File: config.mk
export PLATFORM = sky130hd
export DESIGN_NAME = multi_alarm_watch
export DESIGN_NICKNAME = d
export VERILOG_FILES = /design/src/rtl/watch_pkg.sv /design/src/rtl/alarm_slot.sv /design/src/rtl/multi_alarm_watch.sv
export SDC_FILE = /design/constraint.sdc
export NUM_CORES = 1
export LEC_CHECK = 0
export CAP_MARGIN = 20
export CORE_UTILIZATION = 40
export DETAILED_ROUTE_END_ITERATION = 8
export GPL_ROUTABILITY_DRIVEN = 0
export SLEW_MARGIN = 20
export SYNTH_ARGS = -nofsm -noshare
export SYNTH_HDL_FRONTEND = slang
export SYNTH_SLANG_ARGS = --single-unit
File: constraint.sdc
create_clock -name i_clk -period 13.2 [get_ports i_clk]
set_input_delay 1.32 -clock i_clk [delete_from_list [all_inputs] [get_ports i_clk]]
set_output_delay 1.32 -clock i_clk [all_outputs]
set_load 0.005 [all_outputs]
File: src/rtl/watch_pkg.sv
// Shared encodings and field widths for the multi-alarm watch.
package watch_pkg;

  localparam int unsigned HOUR_W = 5;
  localparam int unsigned MIN_W  = 6;
  localparam int unsigned SEC_W  = 6;

  typedef enum logic [1:0] {
    ModeRun      = 2'b00,
    ModeTimeSet  = 2'b01,
    ModeAlarmSet = 2'b10,
    ModeRunAlt   = 2'b11
  } mode_e;

  function automatic logic [MIN_W-1:0] inc_min(input logic [MIN_W-1:0] m);
    return (m == MIN_W'(59)) ? '0 : m + 1'b1;
  endfunction

  function automatic logic [HOUR_W-1:0] inc_hour(input logic [HOUR_W-1:0] h);
    return (h == HOUR_W'(23)) ? '0 : h + 1'b1;
  endfunction

endpackage

File: src/rtl/alarm_slot.sv
// One alarm slot: alarm time, snooze target, ring flag and ring-duration counter.
module alarm_slot
  import watch_pkg::*;
#(
  parameter int unsigned SNOOZE_MIN = 5,
  parameter int unsigned RING_SEC   = 60
) (
  input  logic              i_clk,
  input  logic              i_rst,
  input  logic              i_en,
  input  logic              i_run,
  input  logic              i_tick,
  input  logic              i_snooze,
  input  logic              i_min_inc,
  input  logic              i_hour_inc,
  input  logic [HOUR_W-1:0] i_cur_hour,
  input  logic [MIN_W-1:0]  i_cur_min,
  input  logic [HOUR_W-1:0] i_nx_hour,
  input  logic [MIN_W-1:0]  i_nx_min,
  input  logic [SEC_W-1:0]  i_nx_sec,
  output logic [HOUR_W-1:0] o_hour,
  output logic [MIN_W-1:0]  o_min,
  output logic              o_ring
);

  localparam int unsigned CntW = (RING_SEC > 1) ? $clog2(RING_SEC) : 1;

  logic [HOUR_W-1:0] r_hour, w_hour_nx, r_tgt_hour, w_tgt_hour_nx;
  logic [MIN_W-1:0]  r_min, w_min_nx, r_tgt_min, w_tgt_min_nx;
  logic              r_tgt_v, w_tgt_v_nx, r_ring, w_ring_nx;
  logic [CntW-1:0]   r_cnt, w_cnt_nx;
  logic [MIN_W:0]    w_snz_sum;
  logic              w_alarm_hit, w_snz_hit;

  assign w_snz_sum   = {1'b0, i_cur_min} + (MIN_W + 1)'(SNOOZE_MIN);
  assign w_alarm_hit = i_tick && (i_nx_sec == '0) && (i_nx_hour == r_hour) && (i_nx_min == r_min);
  assign w_snz_hit   = i_tick && r_tgt_v && (i_nx_sec == '0) &&
                       (i_nx_hour == r_tgt_hour) && (i_nx_min == r_tgt_min);

  always_comb begin
    w_hour_nx     = i_hour_inc ? inc_hour(r_hour) : r_hour;
    w_min_nx      = i_min_inc ? inc_min(r_min) : r_min;
    w_tgt_hour_nx = r_tgt_hour;
    w_tgt_min_nx  = r_tgt_min;
    w_tgt_v_nx    = r_tgt_v;
    w_ring_nx     = r_ring;
    w_cnt_nx      = r_cnt;
    if (!i_en || i_min_inc || i_hour_inc) w_tgt_v_nx = 1'b0;
    if (!i_en || !i_run) begin
      w_ring_nx = 1'b0;
      w_cnt_nx  = '0;
    end else begin
      if (r_ring && i_snooze) begin
        w_ring_nx  = 1'b0;
        w_cnt_nx   = '0;
        w_tgt_v_nx = 1'b1;
        if (w_snz_sum >= (MIN_W + 1)'(60)) begin
          w_tgt_min_nx  = MIN_W'(w_snz_sum - (MIN_W + 1)'(60));
          w_tgt_hour_nx = inc_hour(i_cur_hour);
        end else begin
          w_tgt_min_nx  = MIN_W'(w_snz_sum);
          w_tgt_hour_nx = i_cur_hour;
        end
      end else if (r_ring && i_tick) begin
        // The starting tick leaves the counter at 0, so RING_SEC ticks later it reads RING_SEC-1.
        if (r_cnt == CntW'(RING_SEC - 1)) begin
          w_ring_nx = 1'b0;
          w_cnt_nx  = '0;
        end else begin
          w_cnt_nx = r_cnt + 1'b1;
        end
      end
      if (w_alarm_hit || w_snz_hit) begin
        w_ring_nx = 1'b1;
        w_cnt_nx  = '0;
        if (w_snz_hit) w_tgt_v_nx = 1'b0;
      end
    end
  end

  always_ff @(posedge i_clk or posedge i_rst) begin
    if (i_rst) begin
      r_hour     <= '0;
      r_min      <= '0;
      r_tgt_hour <= '0;
      r_tgt_min  <= '0;
      r_tgt_v    <= 1'b0;
      r_ring     <= 1'b0;
      r_cnt      <= '0;
    end else begin
      r_hour     <= w_hour_nx;
      r_min      <= w_min_nx;
      r_tgt_hour <= w_tgt_hour_nx;
      r_tgt_min  <= w_tgt_min_nx;
      r_tgt_v    <= w_tgt_v_nx;
      r_ring     <= w_ring_nx;
      r_cnt      <= w_cnt_nx;
    end
  end

  assign o_hour = r_hour;
  assign o_min  = r_min;
  assign o_ring = r_ring;

endmodule

File: src/rtl/multi_alarm_watch.sv
// 24-hour clock with settable time, N independent alarm slots, snooze and 12/24h display.
module multi_alarm_watch
  import watch_pkg::*;
#(
  parameter int unsigned CLK_HZ     = 50000000,
  parameter int unsigned N_ALARMS   = 4,
  parameter int unsigned SNOOZE_MIN = 5,
  parameter int unsigned RING_SEC   = 60,
  localparam int unsigned SelW      = (N_ALARMS > 1) ? $clog2(N_ALARMS) : 1
) (
  input  logic                i_clk,
  input  logic                i_rst,
  input  logic [1:0]          i_mode,
  input  logic [SelW-1:0]     i_alarm_sel,
  input  logic [N_ALARMS-1:0] i_alarm_en,
  input  logic                i_minute_inc,
  input  logic                i_hour_inc,
  input  logic                i_snooze,
  input  logic                i_hour_12,
  output logic [HOUR_W-1:0]   o_disp_hour,
  output logic [MIN_W-1:0]    o_disp_minute,
  output logic [SEC_W-1:0]    o_disp_second,
  output logic                o_pm,
  output logic [N_ALARMS-1:0] o_alarm_ring,
  output logic                o_tick_1hz
);

  localparam int unsigned PresW = $clog2(CLK_HZ);

  logic [PresW-1:0]  r_presc;
  logic [HOUR_W-1:0] r_hour, w_nx_hour, w_src_hour, w_disp_hour;
  logic [MIN_W-1:0]  r_min, w_nx_min, w_src_min;
  logic [SEC_W-1:0]  r_sec, w_nx_sec, w_src_sec;
  logic              w_tset, w_aset, w_run, w_tick, w_sel_ok;
  mode_e             w_mode;
  logic [HOUR_W-1:0] w_slot_hour [N_ALARMS];
  logic [MIN_W-1:0]  w_slot_min  [N_ALARMS];

  assign w_mode   = mode_e'(i_mode);
  assign w_tset   = (w_mode == ModeTimeSet);
  assign w_aset   = (w_mode == ModeAlarmSet);
  assign w_run    = !w_tset && !w_aset;
  assign w_tick   = (r_presc == PresW'(CLK_HZ - 1)) && !w_tset;
  assign w_sel_ok = w_aset && (int'(i_alarm_sel) < int'(N_ALARMS));

  // Successor of the current time, applied only on a tick.
  always_comb begin
    w_nx_hour = r_hour;
    w_nx_min  = r_min;
    w_nx_sec  = r_sec + 1'b1;
    if (r_sec == SEC_W'(59)) begin
      w_nx_sec = '0;
      w_nx_min = inc_min(r_min);
      if (r_min == MIN_W'(59)) w_nx_hour = inc_hour(r_hour);
    end
  end

  always_ff @(posedge i_clk or posedge i_rst) begin
    if (i_rst) begin
      r_presc <= '0;
      r_hour  <= '0;
      r_min   <= '0;
      r_sec   <= '0;
    end else if (w_tset) begin
      r_presc <= '0;
      r_sec   <= '0;
      if (i_minute_inc) r_min <= inc_min(r_min);
      if (i_hour_inc) r_hour <= inc_hour(r_hour);
    end else begin
      r_presc <= w_tick ? '0 : r_presc + 1'b1;
      if (w_tick) begin
        r_hour <= w_nx_hour;
        r_min  <= w_nx_min;
        r_sec  <= w_nx_sec;
      end
    end
  end

  for (genvar g = 0; g < N_ALARMS; g++) begin : g_slot
    alarm_slot #(
      .SNOOZE_MIN(SNOOZE_MIN),
      .RING_SEC  (RING_SEC)
    ) u_slot (
      .i_clk     (i_clk),
      .i_rst     (i_rst),
      .i_en      (i_alarm_en[g]),
      .i_run     (w_run),
      .i_tick    (w_tick),
      .i_snooze  (i_snooze),
      .i_min_inc (w_sel_ok && (i_alarm_sel == SelW'(g)) && i_minute_inc),
      .i_hour_inc(w_sel_ok && (i_alarm_sel == SelW'(g)) && i_hour_inc),
      .i_cur_hour(r_hour),
      .i_cur_min (r_min),
      .i_nx_hour (w_nx_hour),
      .i_nx_min  (w_nx_min),
      .i_nx_sec  (w_nx_sec),
      .o_hour    (w_slot_hour[g]),
      .o_min     (w_slot_min[g]),
      .o_ring    (o_alarm_ring[g])
    );
  end

  always_comb begin
    w_src_hour = r_hour;
    w_src_min  = r_min;
    w_src_sec  = r_sec;
    if (w_aset) begin
      w_src_hour = '0;
      w_src_min  = '0;
      w_src_sec  = '0;
      if (w_sel_ok) begin
        w_src_hour = w_slot_hour[i_alarm_sel];
        w_src_min  = w_slot_min[i_alarm_sel];
      end
    end
    w_disp_hour = w_src_hour;
    if (i_hour_12) begin
      if (w_src_hour == '0) w_disp_hour = HOUR_W'(12);
      else if (w_src_hour > HOUR_W'(12)) w_disp_hour = w_src_hour - HOUR_W'(12);
    end
  end

  always_ff @(posedge i_clk or posedge i_rst) begin
    if (i_rst) begin
      o_disp_hour   <= '0;
      o_disp_minute <= '0;
      o_disp_second <= '0;
      o_pm          <= 1'b0;
    end else begin
      o_disp_hour   <= w_disp_hour;
      o_disp_minute <= w_src_min;
      o_disp_second <= w_src_sec;
      o_pm          <= (w_src_hour >= HOUR_W'(12));
    end
  end

  assign o_tick_1hz = w_tick;

endmodule
# == Word level (Yosys, flattened, before mapping) ==
# Index checks and enable logic that the tools add are counted.
# totals
in_bits,14
output_inout_bits,23
wordCells,293
reg_bits,181
# classes
eq_ne,39
n_lt_le_gt_ge,4
n_addsub,19
n_reduce_logical,92
n_bitwise,5
n_mux,98
# op_table
cell,n
2-to-1 mux 6 bit,37
2-to-1 mux 5 bit,17
"adder 6 x 1 -> 6 bit, second input constant",10
"== test 6 bit, second input constant",10
2-to-1 mux 26 bit,2
== test 6 bit,8
logical AND 1 bit,47
== test 5 bit,8
2-to-1 mux 1 bit,40
nonzero test 4 bit,8
"adder 26 x 1 -> 26 bit, second input constant",1
"== test 26 bit, second input constant",1
"adder 5 x 1 -> 5 bit, second input constant",5
"== test 5 bit, second input constant",5
AND reduction 2 bit,10
logical OR 1 bit,16
binary-select mux 6 bit (select 2 bit),1
binary-select mux 5 bit (select 2 bit),1
"adder 6 x 3 -> 7 bit, second input constant",1
">= comparator 7 x 6 -> 1 bit, second input constant",1
logical NOT 1 bit,7
"== test 2 bit, second input constant",3
logical NOT 6 bit,1
"subtractor 6 bit, second input constant",1
other kinds (11),16

# == Longest topological paths before layout ==
# Gate-level depths: netlist of the first run.
# logic_depth
word_depth,10
ltp_mapped,12
ltp_nobuf,10

# == Hierarchy ==
# Synthesis of the first run repeated with hierarchy kept, for this count alone.
# hier_totals
hier_cells,1295
hier_area_um2,11773.8
# by_module_without_submodules
mod,seq_area_each_um2,n_inst,area_per_inst_um2,cells_per_inst
alarm_slot,750.7,4,2030.7,224
multi_alarm_watch,1526.5,1,3651.0,399

# == Worst setup path after synthesis of the first run ==
# OpenSTA, ideal clock, no wires.
# synth_path
kind,input to output
start,input port i_mode[1]
end,output port o_tick_1hz
required_time_ps,11880
n_path_buf,1
path_slack_ps,9808
stages,4
t_arrival_ps,2072
path_cell_list,inv_1 -> ha_1 -> clkbuf_1 -> nor4_1
# synth_between
elab_chain_len,3
# synth_rtl
element,line_no,text
from (decl),multi_alarm_watch.sv:13,"input logic [1:0] i_mode,"
== test 2 x 1 -> 1 bit,multi_alarm_watch.sv:40,assign w_tset = (w_mode == ModeTimeSet);
logical NOT 1 bit,multi_alarm_watch.sv:43,assign w_tick = (r_presc == PresW'(CLK_HZ - 1)) && !w_tset;
logical AND 1 bit,multi_alarm_watch.sv:43,
to (decl),multi_alarm_watch.sv:25,output logic o_tick_1hz
# No other way between the ends.

# == Worst setup path after layout of the first run ==
# Ends and elaborated chain as after synthesis.

==> Implementation_results.wiki, run 1 <==
{| class="wikitable"
! Metric !! Value
|-
| Max-cap check violation count || 0
|-
| Post-synth cell types || 80
|-
| Critical Path AT || 3.34 ns
|-
| Post-CTS Setup Inserts || 0
|-
| Placeable core area || about 27,000 sq um
|-
| Seq/Total Area, Yosys || slightly above 40%
|-
| Worst flop-to-flop path endpoint || g_slot[2].u_slot.r_cnt[5]
|-
| Final Skew || 0.0199 ns
|-
| Post-DP HPWL || roughly 21 mm
|-
| Cell Area, Synth || 11,000 sq um
|-
| Metal3 WL || 1.73 mm
|-
| Endpoint required time on the critical path || ~12 ns
|-
| Insertion delay of the later-clocked pin in the worst-skew pair || 0.45 ns
|-
| Final clock period utilization by the worst path || 35.3%
|-
| Die Outline Area || roughly 28,000 sq um
|-
| Synth async-reset ratio || between 90% and 100%
|-
| Cell count after placement || 1,506
|-
| Vias || 9,023
|-
| Internal reg-to-reg setup slack || 8.90 ns
|-
| Worst setup slack after placement || 8.53 ns
|-
| Critical Path Sink Type || output pin
|-
| Number of global-route vias before repair || 8,713
|-
| DRC violation count after routing || 0
|-
| Worst IR drop on VDD || 0.106 mV
|-
| Number of sinks handled by clock tree synthesis || between 150 and 200
|-
| Most prevalent standard cell on the critical path || sky130_fd_sc_hd__clkdlybuf4s50_1
|-
| Drt first-iter violations || 703
|-
| Number of warnings issued by yosys || 0
|-
| Wire length of the first global-routing pass || roughly 48 mm
|-
| Clock tree root driver cell || sky130_fd_sc_hd__clkbuf_16
|-
| Total length of routed met2 wires || between 10 and 15 mm
|-
| Slew HR || approximately a quarter
|-
| Worst Setup Path Type || in -> out
|-
| Post-route antenna net violation count || 0
|-
| Largest net degree at the start of global routing || 120
|-
| Post-layout minimum cycle time || 4.66 ns
|-
| Overall track demand over capacity in global routing || 21.8%
|-
| Worst-path cell with the longest stage delay || sky130_fd_sc_hd__clkdlybuf4s50_1
|-
| Clock-pin slew reported for the worst setup and hold paths after clock tree synthesis || 0.07 ns
|-
| Number of I/O port buffers || 36
|-
| Pre-antenna DRT Iters || 7
|-
| CTS tree || done
|-
| Overall power of the completed layout || ~1.8 mW
|-
| Delay of the slowest cell on the worst path || 0.58 ns
|-
| Startpoint type of the worst setup path || input pin
|-
| Met1 wire length || about 14 mm
|-
| Cell area after layout || 12,200 sq um
|-
| Synth area leader || sky130_fd_sc_hd__dfrtp_1
|-
| Wirelength per Cell || 19.3 um
|-
| Crit path max-delay family || buffers and inverters
|-
| Hold violation total from the final report || 0
|-
| Final setup margin || 8.54 ns
|-
| Uppermost layer routed || met4
|-
| Unrepaired setup endpoints after global routing || false
|-
| Hold buffer count at CTS || 0
|-
| Hold Path Sink || r_presc[0]
|-
| Global route total overflow || 0
|-
| Actual slew at the worst max-slew pin || between 1 and 1.5 ns
|-
| TritonCTS Buffers || 17
|-
| Ordered list of cells on the worst path || clkdlybuf4s50_1 -> inv_1 -> ha_1 -> nor4_1 -> clkdlybuf4s50_1
|-
| Leakage Power || 4.99 nW
|-
| Post-Syn Area per Cell || roughly 9 sq um
|-
| Diodes inserted || 0
|-
| Antenna violations before repair || 0
|-
| Count of flip-flops with a built-in enable after synthesis || 0
|-
| H-tree levels || 4
|-
| Maximum frequency from static timing analysis || ~210 MHz
|-
| Post-synth net total || 1,225
|-
| Hold path cells || 1
|-
| Cell area after placement || ~12,000 sq um
|-
| Number of synthesized register bits || 181
|-
| Leading post-synthesis cells by instance count || 181 x sky130_fd_sc_hd__dfrtp_1, 148 x sky130_fd_sc_hd__nand2_1, 103 x sky130_fd_sc_hd__o21ai_0, 79 x sky130_fd_sc_hd__nor2_1, 76 x sky130_fd_sc_hd__xnor2_1
|-
| Width of the die || 168 um
|-
| Total of fill cells in the finished design || ~2,600
|-
| Area added between synthesis and finish || 10.6%
|-
| Initial cell density of the core || 40.9%
|-
| Most common flop cell mapped by yosys || sky130_fd_sc_hd__dfrtp_1
|-
| Post-synthesis instance total || 1,189
|-
| Row cnt || 60
|-
| Buffer levels on the longest clock path || 2
|-
| Vias per cell || 5.86
|-
| WL final || 29.7 mm
|-
| Worst R2R Path Depth || 10
|-
| Count leader, synth || sky130_fd_sc_hd__dfrtp_1
|-
| Post-layout instance count excluding filler cells || 1,539
|-
| Slew Viols, Final || 0
|-
| Cell types with the largest area share after synthesis || sky130_fd_sc_hd__dfrtp_1 41%, sky130_fd_sc_hd__xnor2_1 6.0%, sky130_fd_sc_hd__nand2_1 5.0%
|-
| Net count of the finished layout || 1,221
|-
| Hold WC Path Type || reg -> reg
|-
| Number of gates resized after CTS || 0
|-
| Startpoint of the worst hold path || r_presc[0]
|-
| Status || complete, no violations
|-
| Critical R2R Launch || r_min[0]
|-
| Die Y-Extent || between 150 and 200 um
|-
| Power density relative to cell area || 152 nW/um^2
|-
| Crit path buffers/inverters || 3
|-
| Maximum fanout along the worst path || 18
|-
| Ratio of cells with drive above 1 in the final layout || 8.68%
|-
| Final setup violation count || 0
|-
| Setup TNS || 0 ns
|-
| Proportion of netlist area held by the largest area contributor || 41.1%
|-
| Top-Level Pins || 37
|}
[per-layer routing]
metal,GRT usage (%),vias to the layer above
met1,29.2,4421
met3,4.58,61
li1,-,4259
met4,8.62,0
met2,34.4,282
met5,0,-
[flip-flops by register name, indices dropped and copies added (netlist names)]
signal                    count
g_slot.u_slot.o_hour         20
g_slot.u_slot.o_min          24
g_slot.u_slot.o_ring          4
g_slot.u_slot.r_cnt          24
g_slot.u_slot.r_tgt_hour     20
g_slot.u_slot.r_tgt_min      24
g_slot.u_slot.r_tgt_v         4
o_disp_hour                   5
o_disp_minute                 6
o_disp_second                 6
o_pm                          1
r_hour                        5
r_min                         6
r_presc                      26
r_sec                         6
[stage by stage]
stage	hold WS (ns)	util (%)
5_1_grt	0.509	45.2
2_1_floorplan	0.450	-
3_3_place_gp	0.466	42.9
4_1_cts	0.485	45.2
6_report	0.482	45.2
3_5_place_dp	0.475	42.9
[power breakdown]
part	internal, mW	leakage [nW]	switching [mW]
Clock	0.273	0.301	0.261
Sequential	0.608	2.45	0.113
Combinational	0.246	2.24	0.348
Total	1.13	4.99	0.722
[placed cells by master, fill, tap and decap left out, types with 7 or more instances in the layout]
cell / count
sky130_fd_sc_hd__dfrtp_1: 181
sky130_fd_sc_hd__nand2_1: 148
sky130_fd_sc_hd__o21ai_0: 103
sky130_fd_sc_hd__nor2_1: 79
sky130_fd_sc_hd__xnor2_1: 76
sky130_fd_sc_hd__xor2_1: 56
sky130_fd_sc_hd__nand3_1: 52
sky130_fd_sc_hd__nor3_1: 52
sky130_fd_sc_hd__clkdlybuf4s50_1: 36
sky130_fd_sc_hd__nand4_1: 35
sky130_fd_sc_hd__a21oi_1: 34
sky130_fd_sc_hd__inv_1: 27
sky130_fd_sc_hd__mux2_2: 22
sky130_fd_sc_hd__ha_1: 22
sky130_fd_sc_hd__nor2b_1: 18
sky130_fd_sc_hd__mux2i_1: 18
sky130_fd_sc_hd__clkbuf_16: 17
sky130_fd_sc_hd__nand2b_1: 13
sky130_fd_sc_hd__nor4_1: 13
sky130_fd_sc_hd__a21o_1: 13
sky130_fd_sc_hd__a211oi_1: 12
sky130_fd_sc_hd__mux4_2: 11
sky130_fd_sc_hd__or3_1: 10
sky130_fd_sc_hd__o2111ai_1: 8
sky130_fd_sc_hd__buf_4: 8
sky130_fd_sc_hd__o211ai_1: 7
[cell type report]
| class | instances | area [sq um] | area share (%) |
|---|---|---|---|
| Multi-Input combinational cell | 912 | 6070 | 49.8 |
| Sequential cell | 181 | 4530 | 37.2 |
| Timing Repair Buffer | 45 | 432 | 3.54 |
| Tap cell | 341 | 427 | 3.50 |
| Clock buffer | 17 | 425 | 3.49 |
| Clock inverter | 15 | 189 | 1.55 |
| Inverter | 28 | 113 | 0.924 |
[how the worst max path moves through the flow]
stage	from	end	slack (ns)	cells after the start
after CTS	i_mode[1]	o_tick_1hz	8.50	5
after global routing	i_mode[1]	o_tick_1hz	8.40	5
final	i_mode[1]	o_tick_1hz	8.54	5
after global placement	i_mode[1]	o_tick_1hz	8.61	5
after detailed placement	i_mode[1]	o_tick_1hz	8.53	5
after floorplan	i_rst	g_slot[0].u_slot.o_hour[0]	6.96	1
[worst register-to-register path: cells and delay by family (launching register included)]
family	cells	cell delay (ns)
AND/OR/NAND/NOR	4	1.16
XOR/XNOR	1	0.11
multiplexers	1	0.52
AO/OA/AOI/OAI	2	0.83
buffers and inverters	1	0.29
adder cells (fa/ha/maj)	1	0.61
flip-flops	1	0.64
[logic make-up after synthesis]
family	after synthesis	share of synthesized area, %
XOR/XNOR	132	10.5
AO/OA/AOI/OAI	240	14.5
multiplexers	53	6.54
flip-flops	181	41.1
AND/OR/NAND/NOR	465	21.1
adder cells (fa/ha/maj)	22	2.50
buffers and inverters	96	3.77
Note: power is estimated with default switching activity, not from simulation.
==> run 2: changes to the inputs <==
==> constraint.sdc (replaced) <==
create_clock -name i_clk -period 3.8 [get_ports i_clk]
set_input_delay 0.38 -clock i_clk [delete_from_list [all_inputs] [get_ports i_clk]]
set_output_delay 0.38 -clock i_clk [all_outputs]
set_load 0.005 [all_outputs]
==> run 2 against run 1 <==
Via count is 0.81% lower. Combinational power increased to 3.8 times the previous value. Cell count grew 1.6%. First-iteration DRC count is 9.8% higher. Sequential cell count unchanged. Critical endpoint is now g_slot[3].u_slot.o_ring.
==> Implementation_results.wiki, run 2 (synthesis gave the netlist of run 1 again) <==
{| class="wikitable"
! Metric !! Value
|-
| Worst Setup Path Type || reg -> reg
|-
| Endpoint required time on the critical path || 4.18 ns (-7.70 ns)
|-
| Worst flop-to-flop path endpoint || g_slot[3].u_slot.o_ring
|-
| Leakage Power || 5.11 nW (+2.4%)
|-
| Row cnt || 60 (unchanged)
|-
| Slew Viols, Final || 0 (unchanged)
|-
| TritonCTS Buffers || 17 (unchanged)
|-
| Global route total overflow || 0 (unchanged)
|-
| Largest net degree at the start of global routing || 86 (-28%)
|-
| Clock-pin slew reported for the worst setup and hold paths after clock tree synthesis || 0.08 ns (about the same)
|-
| CTS tree || done
|-
| Setup TNS || 0 ns (unchanged)
|-
| Die Y-Extent || 168 um (unchanged)
|-
| Status || complete, no violations
|-
| Post-CTS Setup Inserts || 0 (unchanged)
|-
| Most prevalent standard cell on the critical path || sky130_fd_sc_hd__nand4_1
|-
| Crit path buffers/inverters || 0 (-3)
|-
| Critical Path Sink Type || flop
|-
| Drt first-iter violations || 772 (+9.8%)
|-
| Wire length of the first global-routing pass || 48.8 mm (+2.0%)
|-
| Initial cell density of the core || 40.9% (unchanged)
|-
| Leading cell type in the layout, fill and taps excluded || sky130_fd_sc_hd__dfrtp_1
|-
| Buffer levels on the longest clock path || 2 (unchanged)
|-
| Placeable core area || 27,000 sq um (unchanged)
|-
| Die Outline Area || 28,200 sq um (unchanged)
|-
| Final Skew || 0.0171 ns (-0.00275 ns)
|-
| Overall track demand over capacity in global routing || 22.3% (+0.48 points)
|-
| Hold buffer count at CTS || 0 (unchanged)
|-
| Area added between synthesis and finish || 12.6%
|-
| Hold WC Path Type || in -> async
|-
| H-tree levels || 4 (unchanged)
|-
| Worst IR drop on VDD || 0.300 mV (+180%)
|-
| WL final || 30.1 mm (+1.5%)
|-
| Cell area after placement || 11,800 sq um (+1.8%)
|-
| Insertion delay of the later-clocked pin in the worst-skew pair || 0.45 ns (about the same)
|-
| Post-route antenna net violation count || 0 (unchanged)
|-
| Max-cap check violation count || 0 (unchanged)
|-
| Top-Level Pins || 37 (unchanged)
|-
| Cell area after layout || 12,400 sq um (+1.8%)
|-
| Number of gates resized after CTS || 0 (unchanged)
|-
| Clock tree root driver cell || sky130_fd_sc_hd__clkbuf_16
|-
| Actual slew at the worst max-slew pin || 0.781 ns (-0.338 ns)
|-
| Internal reg-to-reg setup slack || 0.41 ns (-8.49 ns)
|-
| Worst-path cell with the longest stage delay || sky130_fd_sc_hd__nor2b_1
|-
| Pre-antenna DRT Iters || 5 (-2)
|-
| Critical R2R Launch || r_sec[0]
|-
| Diodes inserted || 0 (unchanged)
|-
| Largest reg by FF count || r_presc
|-
| Power density relative to cell area || 525 nW/um^2 (+250%)
|-
| Number of I/O port buffers || 36 (unchanged)
|-
| Hold violation total from the final report || 0 (unchanged)
|-
| Ordered list of cells on the worst path || ha_1 -> nor2b_1 -> nand4_1 -> a221o_1 -> a221oi_1 -> nand4_1 -> nor4b_2 -> a41o_2 -> o211a_1
|-
| Most used cells in the layout excluding fill and tap cells || 181 x sky130_fd_sc_hd__dfrtp_1, 148 x sky130_fd_sc_hd__nand2_1, 103 x sky130_fd_sc_hd__o21ai_0
|-
| Ratio of cells with drive above 1 in the final layout || 10.5% (+1.8 points)
|-
| Antenna violations before repair || 0 (unchanged)
|-
| Post-layout minimum cycle time || 3.39 ns
|-
| Number of sinks handled by clock tree synthesis || 181 (unchanged)
|-
| Unrepaired setup endpoints after global routing || false
|-
| Worst R2R Path Depth || 9 (-1)
|-
| Crit path max-delay family || simple AND/OR/NAND/NOR gates
|-
| Maximum fanout along the worst path || 8 (-10)
|-
| Delay of the slowest cell on the worst path || 0.48 ns (-0.10 ns)
|-
| Width of the die || 168 um (unchanged)
|-
| Vias per cell || 5.73 (-2.3%)
|-
| Number of flip-flops under the largest register name || 26 (unchanged)
|-
| Number of global-route vias before repair || 8,662 (-0.59%)
|-
| Final clock period utilization by the worst path || 89.1%
|-
| Slew HR || 47.5% (+22 points)
|-
| Net count of the finished layout || 1,245 (+2.0%)
|-
| Wirelength per Cell || 19.3 um (-0.11%)
|-
| Final setup violation count || 0 (unchanged)
|-
| Post-DP HPWL || 22.1 mm (+3.7%)
|-
| Maximum frequency from static timing analysis || 295 MHz
|-
| Startpoint type of the worst setup path || flop
|-
| Vias || 8,950 (-0.81%)
|-
| Critical Path AT || 3.76 ns (+0.42 ns)
|-
| Final-layout worst hold slack || 0.363 ns (-0.119 ns)
|-
| DRC violation count after routing || 0 (unchanged)
|}
==> run 2: worst reg2reg max path, cell delays in order, from the launching register on <==
cell and delay [ns]:
sky130_fd_sc_hd__dfrtp_1 0.45, sky130_fd_sc_hd__ha_1 0.28, sky130_fd_sc_hd__nor2b_1 0.48, sky130_fd_sc_hd__nand4_1 0.43, sky130_fd_sc_hd__a221o_1 0.39, sky130_fd_sc_hd__a221oi_1 0.35
sky130_fd_sc_hd__nand4_1 0.16, sky130_fd_sc_hd__nor4b_2 0.33, sky130_fd_sc_hd__a41o_2 0.26, sky130_fd_sc_hd__o211a_1 0.18
==> run 2: final cells by class <==
type | count | area, sq um
clock buffers | 17 | 425
clock inverters | 15 | 214
fillers | 2558 | 14500
inverters | 28 | 109
multi-input cells | 912 | 6070
flip-flops and latches | 181 | 4530
well taps | 341 | 427
repair buffers | 69 | 633
==> run 2: how the worst max path moves through the flow <==
stage / start / to / cells after the start
final: r_sec[0] / g_slot[3].u_slot.o_ring / 9
after detailed placement: r_sec[0] / g_slot[3].u_slot.o_ring / 11
after floorplan: r_min[1] / g_slot[3].u_slot.o_ring / 9
after global routing: r_sec[0] / g_slot[3].u_slot.o_ring / 11
after CTS: r_sec[0] / g_slot[3].u_slot.o_ring / 11
after global placement: r_sec[0] / g_slot[3].u_slot.o_ring / 9
==> run 2: layer usage <==
metal | global-route usage [%] | wire (um) | vias to the layer above
met1 | 31.1 | 14000 | 4345
met4 | 9.21 | 867 | 0
met5 | 0 | 0 | -
li1 | - | - | 4297
met2 | 34.3 | 13600 | 250
met3 | 3.69 | 1650 | 58
==> run 2: metrics by stage <==
step / setup slack [ns] / instances / util, % / total power, mW
floorplan: 0.720 / 1189 / - / 3.92
global placement: 0.537 / 1531 / 43.7 / 4.63
detailed placement: 0.489 / 1531 / 43.7 / 4.64
CTS: 0.475 / 1563 / 46.0 / 6.53
global route: 0.143 / 1563 / 46.0 / 6.89
finish: 0.415 / 1563 / 46.0 / 6.52
==> run 2: report_power, final <==
part | leakage (nW) | switching (mW) | internal, mW
clock | 0.307 | 0.952 | 0.920
sequential | 2.45 | 0.295 | 2.11
combinational | 2.35 | 1.31 | 0.922
==> run 3: changes to the inputs <==
==> constraint.sdc (replaced) <==
create_clock -name i_clk -period 3.8 [get_ports i_clk]
set_input_delay 0.38 -clock i_clk [delete_from_list [all_inputs] [get_ports i_clk]]
set_output_delay 0.38 -clock i_clk [all_outputs]
set_load 0.1 [all_outputs]
==> run 3 against run 2 <==
Sequential cell count is the same. Register-to-register slack lost 0.22 ns. Via count grew 1.9%. Highest routed layer unchanged. Largest cell class unchanged. Final area shrank 0.42%. Die area is the same. Setup slack lost 0.22 ns.
==> Implementation_results.wiki, run 3 (synthesis gave the netlist of run 1 again) <==
{| class="wikitable"
! Metric !! Value
|-
| Status || complete, no violations
|-
| Post-route antenna net violation count || 0 (unchanged)
|-
| Clock-pin slew reported for the worst setup and hold paths after clock tree synthesis || 0.08 ns (about the same)
|-
| Pre-antenna DRT Iters || 5 (unchanged)
|-
| Unrepaired setup endpoints after global routing || false
|-
| Number of flip-flops under the largest register name || 26 (unchanged)
|-
| Post-layout instance count excluding filler cells || 1,565 (+0.13%)
|-
| TritonCTS Buffers || 17 (unchanged)
|-
| Number of gates resized after CTS || 0 (unchanged)
|-
| Wirelength per Cell || 19.5 um (+1.3%)
|-
| Insertion delay of the later-clocked pin in the worst-skew pair || 0.45 ns (about the same)
|-
| Hold WC Path Type || in -> async
|-
| Slew Viols, Final || 0 (unchanged)
|-
| Row cnt || 60 (unchanged)
|-
| Leakage Power || 5.09 nW (-0.50%)
|-
| Area added between synthesis and finish || 12.2%
|-
| Final-layout worst hold slack || 0.463 ns (+0.101 ns)
|-
| Worst Setup Path Type || reg -> reg
|-
| Top-Level Pins || 37 (unchanged)
|-
| Post-layout minimum cycle time || 3.60 ns (+0.219 ns)
|-
| Placeable core area || 27,000 sq um (unchanged)
|-
| Number of global-route vias before repair || 8,804 (+1.6%)
|-
| Largest reg by FF count || r_presc
|-
| Post-CTS Setup Inserts || 0 (unchanged)
|-
| Setup TNS || 0 ns (unchanged)
|-
| Width of the die || 168 um (unchanged)
|-
| DRC violation count after routing || 0 (unchanged)
|-
| Max-cap check violation count || 0 (unchanged)
|-
| Worst IR drop on VDD || 0.383 mV (+28%)
|-
| Net count of the finished layout || 1,248 (+0.24%)
|-
| Slew HR || 34.4% (-13 points)
|-
| Startpoint type of the worst setup path || flop
|-
| Vias per cell || 5.83 (+1.8%)
|-
| Buffer levels on the longest clock path || 2 (unchanged)
|-
| CTS tree || done
|-
| Maximum frequency from static timing analysis || 277 MHz (-6.1%)
|-
| Number of sinks handled by clock tree synthesis || 181 (unchanged)
|-
| Critical Path Sink Type || flop
|-
| H-tree levels || 4 (unchanged)
|-
| Largest net degree at the start of global routing || 82 (-4.7%)
|-
| Ratio of cells with drive above 1 in the final layout || 10.9% (+0.47 points)
|-
| Global route total overflow || 0 (unchanged)
|-
| Vias || 9,122 (+1.9%)
|-
| Final clock period utilization by the worst path || 94.9% (+5.8 points)
|-
| Endpoint required time on the critical path || 4.19 ns (about the same)
|-
| Hold violation total from the final report || 0 (unchanged)
|-
| WL final || 30.6 mm (+1.5%)
|-
| Initial cell density of the core || 40.9% (unchanged)
|-
| Die Outline Area || 28,200 sq um (unchanged)
|-
| Cell count after placement || 1,534 (+0.20%)
|-
| Clock tree root driver cell || sky130_fd_sc_hd__clkbuf_16
|-
| Die Y-Extent || 168 um (unchanged)
|-
| Drt first-iter violations || 831 (+7.6%)
|-
| Leading cell type in the layout, fill and taps excluded || sky130_fd_sc_hd__dfrtp_1
|-
| Maximum fanout along the worst path || 8 (unchanged)
|-
| Antenna violations before repair || 0 (unchanged)
|-
| Hold buffer count at CTS || 0 (unchanged)
|-
| Final setup violation count || 0 (unchanged)
|-
| Diodes inserted || 0 (unchanged)
|-
| Number of I/O port buffers || 36 (unchanged)
|-
| Wire length of the first global-routing pass || 49.3 mm (+1.1%)
|-
| Critical Path AT || 4.00 ns (+0.24 ns)
|-
| Final Skew || 0.0133 ns (-0.00387 ns)
|-
| Most used cells in the layout excluding fill and tap cells || 181 x sky130_fd_sc_hd__dfrtp_1, 148 x sky130_fd_sc_hd__nand2_1, 103 x sky130_fd_sc_hd__o21ai_0
|-
| Actual slew at the worst max-slew pin || 0.981 ns (+0.200 ns)
|-
| Power density relative to cell area || 545 nW/um^2 (+3.7%)
|-
| Overall track demand over capacity in global routing || 22.6% (+0.31 points)
|-
| Post-DP HPWL || 22.6 mm (+2.3%)
|}
## run 3: critical path: stages (launching register included)
cell,delay (ns)
sky130_fd_sc_hd__dfrtp_1,0.45
sky130_fd_sc_hd__ha_1,0.29
sky130_fd_sc_hd__nand2b_1,0.28
sky130_fd_sc_hd__or3_1,0.41
sky130_fd_sc_hd__o21ai_2,0.52
sky130_fd_sc_hd__xor2_1,0.15
sky130_fd_sc_hd__or4_1,0.52
sky130_fd_sc_hd__nor4_1,0.36
sky130_fd_sc_hd__a41o_2,0.39
sky130_fd_sc_hd__o211a_1,0.18
## run 3: through the flow
step / util (%) / worst slack, ns / area (sq um) / total power, mW
after floorplan: - / 0.429 / 11000 / 4.23
after global placement: 43.8 / 0.388 / 11800 / 4.98
after detailed placement: 43.8 / 0.277 / 11800 / 4.99
after CTS: 45.8 / 0.230 / 12300 / 6.72
after global routing: 45.8 / 0.0473 / 12400 / 7.07
final: 45.8 / 0.196 / 12400 / 6.73
## run 3: path summary, 6_finish.rpt
path	startpoint	end	slack (ns)	cells past startpoint
worst max register to register	r_sec[0]	g_slot[3].u_slot.o_ring	0.20	9
worst max-delay path	r_sec[0]	g_slot[3].u_slot.o_ring	0.20	9
min in group i_clk	r_presc[0]	r_presc[0]	0.49	1
worst min register to register	r_presc[0]	r_presc[0]	0.49	1
worst min-delay path	i_rst	r_presc[24]	0.46	2
max in group asynchronous	i_rst	g_slot[2].u_slot.o_min[3]	2.43	3
## run 3: power by group
part           internal [mW]  switching (mW)
clock network          0.873           0.859
registers               2.11           0.311
logic                  0.913            1.66
total                   3.90            2.83
## run 3: layout make-up
type | count | area, sq um
inverters | 28 | 109
clock buffers | 18 | 439
flip-flops and latches | 181 | 4530
repair buffers | 72 | 653
well taps | 341 | 427
clock inverters | 13 | 114
fillers | 2531 | 14600
multi-input cells | 912 | 6090
## run 3: per-layer routing
metal	global-route usage, %	part of all wire, %	up-vias
met5	0	0	-
met4	7.74	2.6	0
met3	3.64	5.1	59
met2	34.5	45	251
met1	32.5	47	4509
li1	-	-	4303
